==> src/rtl/matmul_pkg.sv <==
// Shared types and width helpers for the streaming matrix multiplier.
package matmul_pkg;

  typedef enum logic [1:0] {
    ST_LOAD    = 2'd0,
    ST_COMPUTE = 2'd1,
    ST_OUTPUT  = 2'd2
  } state_e;

  function automatic int clog2(input int value);
    int r;
    r = 0;
    while ((1 << r) < value) r = r + 1;
    return r;
  endfunction

  // Accumulator holds N full-scale products without overflow.
  function automatic int acc_width(input int n, input int dw);
    return 2 * dw + clog2(n);
  endfunction

  function automatic int out_bytes(input int n, input int dw);
    return (acc_width(n, dw) + 7) / 8;
  endfunction

endpackage

==> src/rtl/matmul_mac.sv <==
// Single multiply-accumulate lane; restarts the sum when clr is high.
// MATMUL_SIGNED_EN selects two's-complement operands; otherwise unsigned.
import matmul_pkg::*;

module matmul_mac #(
  parameter int DW    = 8,
  parameter int ACC_W = acc_width(3, 8)
) (
  input  logic             clk,
  input  logic             rst_n,
  input  logic             en,
  input  logic             clr,
  input  logic [DW-1:0]    a,
  input  logic [DW-1:0]    b,
  output logic [ACC_W-1:0] acc
);

  logic [2*DW-1:0]  prod;
  logic [ACC_W-1:0] prod_ext;
  logic [ACC_W-1:0] acc_d;
  logic [ACC_W-1:0] acc_q;

  always_comb begin
`ifdef MATMUL_SIGNED_EN
    prod     = (2*DW)'($signed(a)) * (2*DW)'($signed(b));
    prod_ext = ACC_W'($signed(prod));
`else
    prod     = (2*DW)'(a) * (2*DW)'(b);
    prod_ext = ACC_W'(prod);
`endif
    acc_d = (clr ? '0 : acc_q) + prod_ext;
  end

  // NOTE: sequential state is updated with non-blocking assignments only.
  always_ff @(posedge clk or negedge rst_n) begin
    if (!rst_n)  acc_q <= '0;
    else if (en) acc_q <= acc_d;
  end

  assign acc = acc_q;

endmodule

==> src/rtl/matmul_stream_core.sv <==
// N x N integer matrix multiplier: byte-serial load, single-MAC compute, byte-serial result.
// Define MATMUL_SIGNED_EN for two's-complement elements and sign-extended result bytes.
import matmul_pkg::*;

module matmul_stream_core #(
  parameter int N  = 3,
  parameter int DW = 8
) (
  input  logic       clk,
  input  logic       rst_n,
  input  logic       abort,
  input  logic       in_valid,
  input  logic [7:0] in_data,
  output logic       in_ready,
  output logic       out_valid,
  output logic [7:0] out_data,
  input  logic       out_ready,
  output logic       busy,
  output logic       done
);

  localparam int ACC_W = acc_width(N, DW);
  localparam int OB    = out_bytes(N, DW);
  localparam int NN    = N * N;
  localparam int IW    = clog2(N);
  localparam int RW    = clog2(NN);
  localparam int LW    = clog2(2 * NN);
  localparam int BW    = clog2(OB);

  state_e          state_q, state_d;
  logic [LW-1:0]   ld_q, ld_d;
  logic [IW-1:0]   i_q, i_d, j_q, j_d, k_q, k_d;
  logic            drain_q, drain_d;
  logic            cw_q, cw_d;
  logic [RW-1:0]   cw_idx_q, cw_idx_d;
  logic [RW-1:0]   res_q, res_d;
  logic [BW-1:0]   byte_q, byte_d;

  logic [DW-1:0]    a_mem [NN];
  logic [DW-1:0]    b_mem [NN];
  logic [ACC_W-1:0] c_mem [NN];

  logic             in_accept;
  logic             mac_en;
  logic [RW-1:0]    a_idx, b_idx;
  logic [ACC_W-1:0] mac_acc;
  logic [ACC_W-1:0] c_sel;
  logic [8*OB-1:0]  c_ext;
  logic             k_last, j_last, i_last;

  assign in_ready  = (state_q == ST_LOAD);
  assign out_valid = (state_q == ST_OUTPUT);
  assign busy      = (state_q == ST_COMPUTE) || (state_q == ST_OUTPUT);

  assign in_accept = in_ready && in_valid && !abort;
  // The extra drain cycle lets the final sum land in c_mem before OUTPUT reads it.
  assign mac_en    = (state_q == ST_COMPUTE) && !drain_q && !abort;

  assign k_last = (k_q == IW'(N - 1));
  assign j_last = (j_q == IW'(N - 1));
  assign i_last = (i_q == IW'(N - 1));
  assign a_idx  = RW'(int'(i_q) * N + int'(k_q));
  assign b_idx  = RW'(int'(k_q) * N + int'(j_q));

  matmul_mac #(
    .DW    (DW),
    .ACC_W (ACC_W)
  ) u_mac (
    .clk   (clk),
    .rst_n (rst_n),
    .en    (mac_en),
    .clr   (k_q == '0),
    .a     (a_mem[a_idx]),
    .b     (b_mem[b_idx]),
    .acc   (mac_acc)
  );

  // NOTE: every output of this block gets a default first so no latch is inferred.
  always_comb begin
    state_d  = state_q;
    ld_d     = ld_q;
    i_d      = i_q;
    j_d      = j_q;
    k_d      = k_q;
    drain_d  = drain_q;
    cw_d     = 1'b0;
    cw_idx_d = cw_idx_q;
    res_d    = res_q;
    byte_d   = byte_q;
    done     = 1'b0;

    if (abort) begin
      state_d = ST_LOAD;
      ld_d    = '0;
      i_d     = '0;
      j_d     = '0;
      k_d     = '0;
      drain_d = 1'b0;
      res_d   = '0;
      byte_d  = '0;
    end else begin
      case (state_q)
        ST_LOAD: begin
          if (in_valid) begin
            if (ld_q == LW'(2 * NN - 1)) begin
              ld_d    = '0;
              state_d = ST_COMPUTE;
            end else begin
              ld_d = ld_q + LW'(1);
            end
          end
        end
        ST_COMPUTE: begin
          if (drain_q) begin
            drain_d = 1'b0;
            state_d = ST_OUTPUT;
          end else begin
            cw_d     = k_last;
            cw_idx_d = RW'(int'(i_q) * N + int'(j_q));
            if (!k_last) begin
              k_d = k_q + IW'(1);
            end else begin
              k_d = '0;
              if (!j_last) begin
                j_d = j_q + IW'(1);
              end else begin
                j_d = '0;
                if (!i_last) begin
                  i_d = i_q + IW'(1);
                end else begin
                  i_d     = '0;
                  drain_d = 1'b1;
                end
              end
            end
          end
        end
        ST_OUTPUT: begin
          if (out_ready) begin
            if (byte_q != BW'(OB - 1)) begin
              byte_d = byte_q + BW'(1);
            end else begin
              byte_d = '0;
              if (res_q != RW'(NN - 1)) begin
                res_d = res_q + RW'(1);
              end else begin
                res_d   = '0;
                state_d = ST_LOAD;
                done    = 1'b1;
              end
            end
          end
        end
        default: state_d = ST_LOAD;
      endcase
    end
  end

  always_ff @(posedge clk or negedge rst_n) begin
    if (!rst_n) begin
      state_q  <= ST_LOAD;
      ld_q     <= '0;
      i_q      <= '0;
      j_q      <= '0;
      k_q      <= '0;
      drain_q  <= 1'b0;
      cw_q     <= 1'b0;
      cw_idx_q <= '0;
      res_q    <= '0;
      byte_q   <= '0;
    end else begin
      state_q  <= state_d;
      ld_q     <= ld_d;
      i_q      <= i_d;
      j_q      <= j_d;
      k_q      <= k_d;
      drain_q  <= drain_d;
      cw_q     <= cw_d;
      cw_idx_q <= cw_idx_d;
      res_q    <= res_d;
      byte_q   <= byte_d;
    end
  end

  // NOTE: the operand and result arrays carry no reset; every entry is rewritten before it is read.
  always_ff @(posedge clk) begin
    if (in_accept) begin
      if (ld_q < LW'(NN)) a_mem[RW'(ld_q)]            <= in_data[DW-1:0];
      else                b_mem[RW'(ld_q - LW'(NN))] <= in_data[DW-1:0];
    end
    if (cw_q) c_mem[cw_idx_q] <= mac_acc;
  end

  always_comb begin
    c_sel = c_mem[res_q];
`ifdef MATMUL_SIGNED_EN
    c_ext = (8*OB)'($signed(c_sel));
`else
    c_ext = (8*OB)'(c_sel);
`endif
  end

  assign out_data = out_valid ? 8'(c_ext >> {byte_q, 3'b000}) : 8'h00;

endmodule

==> config.mk <==
export PLATFORM = sky130hd
export DESIGN_NAME = matmul_stream_core
export DESIGN_NICKNAME = d
export VERILOG_FILES = /design/src/rtl/matmul_pkg.sv /design/src/rtl/matmul_mac.sv /design/src/rtl/matmul_stream_core.sv
export SDC_FILE = /design/constraint.sdc
export NUM_CORES = 1
export LEC_CHECK = 0
export BUFFER_PORTS_ARGS = -buffer_cell sky130_fd_sc_hd__buf_2
export CAP_MARGIN = 25
export CORE_ASPECT_RATIO = 0.75
export CORE_MARGIN = 3
export CORE_UTILIZATION = 57
export CTS_BUF_LIST = sky130_fd_sc_hd__clkbuf_8 sky130_fd_sc_hd__clkbuf_16
export DETAILED_ROUTE_END_ITERATION = 10
export PLACE_DENSITY = 0.87
export SYNTH_ARGS = -nofsm -noshare
export SYNTH_HDL_FRONTEND = slang
export SYNTH_SLANG_ARGS = --single-unit
==> constraint.sdc <==
create_clock -name clk -period 7.2 [get_ports clk]
set_clock_uncertainty 0.15 [all_clocks]
set_input_delay 1.44 -clock clk [delete_from_list [all_inputs] [get_ports clk]]
set_output_delay 1.44 -clock clk [all_outputs]
set_load 0.02 [all_outputs]
### Yosys cells after proc, flatten, opt, wreduce, memory -nomap -nowiden

Memory sizes are Yosys's and may differ from the RTL's.
Cells that the tools add are included.

| storage, ports and cells | value |
|---|---|
| flip-flop bits (word level) | 43 |
| RAM bits | 306 |
| input port bits | 13 |
| output and inout bits | 12 |
| word-level logic and storage cells | 132 |
| memories kept | 3 |

| cells by class | value |
|---|---|
| add/subtract/negate cells | 11 |
| multiply operators | 3 |
| magnitude comparators | 1 |
| equality and inequality tests | 16 |
| shifts and indexed selects | 1 |
| mux-type cells | 60 |
| bitwise operators | 2 |
| reductions and logical operators | 24 |

Memory list:

| name | depth | width | rd ports | clocked after memory_dff | wr ports | RTL line | text |
|---|---|---|---|---|---|---|---|
| c_mem | 9 | 18 | 1 | 0 | 1 | matmul_stream_core.sv:41 | `logic [ACC_W-1:0] c_mem [NN];` |
| a_mem | 9 | 8 | 1 | 0 | 1 | matmul_stream_core.sv:39 | `logic [DW-1:0] a_mem [NN];` |
| b_mem | 9 | 8 | 1 | 0 | 1 | matmul_stream_core.sv:40 | `logic [DW-1:0] b_mem [NN];` |

Operator list:

| cell | number |
|---|---|
| two-way mux 2 bit | 26 |
| two-way mux 1 bit | 22 |
| two-way mux 4 bit | 5 |
| two-way mux 5 bit | 4 |
| adder 18 x 16 -> 18 bit | 1 |
| two-way mux 18 bit | 1 |
| right shift 18 x 5 -> 8 bit | 1 |
| multiplier 8 x 8 -> 16 bit | 1 |
| nonzero test 2 bit | 7 |
| != test 3 bit, second input constant | 4 |
| AND reduction 3 bit | 3 |
| adder 2 x 1 -> 2 bit, second input constant | 4 |
| adder 4 x 2 -> 4 bit | 2 |
| == test 2 bit, second input constant | 4 |
| multiplier 2 x 2 -> 4 bit, second input constant | 2 |
| two-way mux 8 bit | 1 |
| != test 2 bit, second input constant | 3 |
| != test 3 x 2 -> 1 bit, second input constant | 2 |
| one-hot mux 2 bit (3 select lines) | 1 |
| AND reduction 2 bit | 3 |
| AND reduction 6 bit | 1 |
| adder 5 x 1 -> 5 bit, second input constant | 1 |
| == test 5 bit, second input constant | 1 |
| < comparator 5 x 4 -> 1 bit, second input constant | 1 |
| other kinds (11) | 17 |

### Longest topological paths before layout

| depth | value |
|---|---|
| depth in word-level cells | 7 |
| depth in mapped cells | 29 |
| gate-level depth less buffers | 27 |

### Modules after synthesis

A second synthesis with hierarchy kept.

| unflattened totals | value |
|---|---|
| cell total of the unflattened synthesis | 1107 |
| area total of the unflattened synthesis | 17061.4 um2 |

By module, submodules not included:

| module | instances | cells an instance | area each (um2) | seq. area each (um2) |
|---|---|---|---|---|
| matmul_stream_core | 1 | 749 | 13745.7 | 9814.4 |
| matmul_mac | 1 | 358 | 3315.7 | 450.4 |

### Least setup slack after synthesis

Ideal clock, no wire load.

| timing path | value |
|---|---|
| path kind | reg-to-reg |
| start point | reg k_q[1] |
| end point | reg u_mac.acc_q[17] (netlist: u_mac.acc[17]) |
| library setup time | 0.078 ns |
| arrival | 6.731 ns |
| data required time | 6.972 ns |
| slack | 0.241 ns |
| stages on the path, launching flop included | 27 |
| path buffers | 1 |
| period minus slack after synthesis | 6.959 ns |
| path through | dfrtp_1 > inv_1 > fa_1 > inv_1 > ha_1 > inv_1 > fa_1 > clkbuf_1 > mux2i_1 > a21oi_1 > inv_1 > or2_2 > fa_1 > inv_1 > fa_1 > fa_1 > inv_1 > fa_1 > inv_1 > ha_1 > o211ai_2 > a21oi_2 > o41ai_2 > o21ai_1 > xor2_1 > mux2_2 > a21oi_1 |

| on the way | value |
|---|---|
| word-level cells in the longest chain between the ends | 5 |
| elaborated cells on any way between the ends | 9 |
| classes of those cells | 3 x add/sub; 2 x mul; 1 x mux; 1 x reduce/logical; 2 x memory |

Ends and longest elaborated chain:

| element | RTL line | text |
|---|---|---|
| start: declaration | matmul_stream_core.sv:32 | `logic [IW-1:0] i_q, i_d, j_q, j_d, k_q, k_d;` |
| start signal: assignment | matmul_stream_core.sv:176 | `k_q <= k_d;` |
| multiplier 2 x 2 -> 4 bit | matmul_stream_core.sv:63 | `assign b_idx = RW'(int'(k_q) * N + int'(j_q));` |
| adder 4 x 2 -> 4 bit | matmul_stream_core.sv:63 |  |
| memory (9 x 8 bit) | - |  |
| multiplier 8 x 8 -> 16 bit | matmul_mac.sv:28 | `prod = (2*DW)'(a) * (2*DW)'(b);` |
| adder 18 x 16 -> 18 bit (*) | matmul_mac.sv:31 | `acc_d = (clr ? '0 : acc_q) + prod_ext;` |
| end signal: assignment | matmul_mac.sv:36 | `if (!rst_n) acc_q <= '0;` |
| end signal: assignment | matmul_mac.sv:37 | `else if (en) acc_q <= acc_d;` |
| end: declaration | matmul_mac.sv:21 | `logic [ACC_W-1:0] acc_q;` |

Every way passes the cells marked *; elsewhere a longest branch is shown, timed or not.
A chain may end at the register's enable or synchronous reset.

### Final worst setup path

Ends and elaborated chain as after synthesis.

==> impl_metrics.csv <==
group,metric,value,unit
logic_synthesis,avgSynthCellArea,14.7,um2
logic_synthesis,synth_flop_cell,"edfxtp_1",
layout,antenna_cells,0,
min_path,hold_start,"state_q[1]",
routing,wl_per_cell,24.4,um
timing,tightest_slew,1.04,ns
worst_setup_path,worstPathMaxFanout,7,
routing,num_vias,10100,
timing,finalCriticalPeriod,7.08,ns
logic_synthesis,syn_inst,1145,
logic_synthesis,synth.distinct_cells,48,
outcome,status,"finished, violations left",
timing,max_freq,0.141,GHz
clocking,tritoncts,"built",
logic_synthesis,yosysSeqAreaShare,60.9,%
place,dpl.cell_count,1550,
worst_setup_path,cp_slowest_stage_delay,0.60,ns
layout,layout-drive-gt1-share,19.3,%
routing,vias_per_cell,6.24,
place,dpl_cell_area,17600,um2
logic_synthesis,syn-cell-area,16900,um2
outcome,violations,"design-rule violations",
worst_setup_path,crit_required,7.50,ns
worst_setup_path,crit_path_top_delay_cell,"fa_2",
clocking,cts_max_level,2,
clocking,ctsHoldBuffers,0,
grt,grt_pass1_vias,10400,
logic_synthesis,yosys-top-cells-count,"edfxtp_1 (306), nand2_1 (122), inv_1 (106)",
worst_setup_path,r2r_slack,0.12,ns
routing,ant_nets,0,
grt,grt_max_degree,44,
floorplan,die_w,205,um
timing,finalSetupViolations,0,
worst_setup_path,rr_startpoint,"k_q[1]",
worst_setup_path,cp-end-kind,"register",
logic_synthesis,synthArstFlopShare,12.3,%
layout,postLayoutCellArea,19000,um2
logic_synthesis,synth_area_leader_cell,"edfxtp_1",
floorplan,die_area,31700,um2
grt,grtUsageTotal,25.2,%
floorplan,core.rowCount,53,
clocking,numCtsBuffers,34,
place,gp_congestion,0.882,
timing,hold_violations,0,
layout,instances_no_fill,1622,
place,numPortBuffers,24,
grt,grt.overflow.total,0,
routing,routed_wl,39600,um
routing,drc_errors,1,
run,maxCapViolations,0,
clocking,clkLatencyLatePin,0.53,ns
worst_setup_path,reg2reg_to,"u_mac.acc[17]",
routing,first_iter_violations,1570,
worst_setup_path,reg2reg_depth,27,
logic_synthesis,synth_area_leaders,"edfxtp_1 (54%), mux4_2 (9.9%), fa_1 (6.4%), dfrtp_1 (6.4%), ha_1 (5.0%)",
layout,area_growth,12.4,%
grt,grt_pass1_wl,61000,um
logic_synthesis,synth_nets,1280,
place,dp_hpwl,23900,um
logic_synthesis,synth_edf_count,306,
timing,slew_viol_final,0,
floorplan,ios,25,
worst_setup_path,startpoint_type,"register",
layout,nets,1349,
floorplan,core_area,28600,um2
timing,finalCritPeriodShare,98.4,%
floorplan,start_util,59.0,%
floorplan,die_h,155,um
logic_synthesis,synth_most_common_cell,"edfxtp_1",
logic_synthesis,ys_warn_count,0,
min_path,hp-class,"reg2reg",
grt,grt_antenna_before_repair,0,
min_path,min_to,"state_q[1]",
min_path,min_path_cells,2,
clocking,cts.clk_slew.worst_paths,0.07,ns
logic_synthesis,yosys.area.top_type_share,54.5,%
logic_synthesis,synth-seq-cells,349,
worst_setup_path,critPathKind,"reg2reg",
routing,drt-pass1-iter-count,9,
clocking,root_buffer,"clkbuf_16",
clocking,cts_sinks,349,
worst_setup_path,cp.arrival,7.38,ns
timing,maxSlewHeadroom,29.8,%
clocking,clk_path_buf_depth,3,
==> what timing repair did <==
action / CTS / global route
endpoints found under the hold margin: 0 / 0
endpoints found under the setup margin: 6 / 4
buffers inserted: 0 / 11
pin swaps: 0 / 5
resized for setup: 4 / 19
==> worst max-delay path, delay by kind of cell, from the launching register on <==
family / cells / cell delay, ns
xor gates and xnor gates: 1 / 0.26
buffers and inverters: 8 / 0.86
DFF: 1 / 0.45
AOI/OAI and AO/OA: 6 / 0.95
and+or+nand+nor: 2 / 0.17
adders and majority gates: 8 / 3.61
muxes: 2 / 0.54
==> final cells by class <==
cell class / count / area [um2]
Clock buffer: 39 / 942
Clock inverter: 20 / 164
Fill cell: 1764 / 9620
Inverter: 106 / 398
Multi-Input combinational cell: 652 / 6150
Sequential cell: 349 / 10300
Tap cell: 385 / 482
Timing Repair Buffer: 71 / 558
==> worst max path at each step <==
stage                     startpoint            end  slack, ns  cells past startpoint
after floorplan               k_q[1]  u_mac.acc[17]       0.24                     26
after global placement        k_q[0]  u_mac.acc[17]       0.35                     25
after detailed placement      k_q[0]  u_mac.acc[17]      0.007                     25
after CTS                     k_q[0]  u_mac.acc[17]       0.04                     25
after global routing          k_q[1]  u_mac.acc[17]      -0.09                     27
final                         k_q[1]  u_mac.acc[17]       0.12                     27
==> kinds of logic (layout without fill, tap and decap cells) <==
family / Yosys count / count (layout) / synth area share (%)
AND/OR/NAND/NOR: 305 / 305 / 8.30
XOR/XNOR: 18 / 18 / 0.979
flip-flops: 349 / 349 / 60.9
AO/OA/AOI/OAI: 112 / 112 / 3.82
adder cells (fa/ha/maj): 122 / 122 / 11.5
multiplexers: 95 / 95 / 11.1
buffers and inverters: 144 / 236 / 3.45
==> routing by layer <==
| metal | share of wire (%) | global-route usage [%] |
|---|---|---|
| met4 | 3.6 | 8.38 |
| met2 | 48 | 40.0 |
| met1 | 37 | 35.7 |
| met5 | 0 | 0 |
| met3 | 11 | 5.25 |
==> registers in the layout, indices dropped and copies added (netlist names) <==
register and flops:
b_mem 72, j_q 2, u_mac.acc 18, state_q 2, cw_idx_q 4, a_mem 72
drain_q 1, ld_q 5, k_q 2, res_q 4, c_mem 162, cw_q 1
byte_q 2, i_q 2
==> cell usage in the layout (no fill, tap or decap), types with 11 or more instances in the layout <==
| cell type | Yosys | routed |
|---|---|---|
| edfxtp_1 | 306 | 306 |
| nand2_1 | 122 | 122 |
| inv_1 | 106 | 108 |
| mux4_2 | 74 | 74 |
| nor2_1 | 76 | 72 |
| ha_1 | 68 | 67 |
| fa_1 | 54 | 53 |
| a21oi_1 | 42 | 40 |
| dfrtp_1 | 43 | 40 |
| buf_4 | 6 | 38 |
| clkbuf_16 | 0 | 36 |
| o21ai_0 | 28 | 28 |
| buf_2 | 9 | 25 |
| nand2b_1 | 24 | 24 |
| mux2i_1 | 20 | 18 |
| and2_1 | 16 | 16 |
| nor2b_1 | 15 | 15 |
| nor3_1 | 14 | 12 |
| o21ai_2 | 0 | 11 |
==> per-stage QoR <==
step | hold slack, ns | utilization (%) | setup TNS [ns] | setup WS (ns)
after floorplan | 0.325 | - | 0 | 0.241
after global placement | 0.342 | 61.4 | 0 | 0.349
after detailed placement | 0.367 | 61.6 | 0 | 0.00668
after CTS | 0.379 | 65.6 | 0 | 0.0438
after global routing | 0.437 | 66.3 | -0.0983 | -0.0865
final | 0.367 | 66.3 | 0 | 0.116
Power is left out: the tool's default activity adds up to more than one toggle a clock period on the data nets, which glitch-free logic cannot reach.
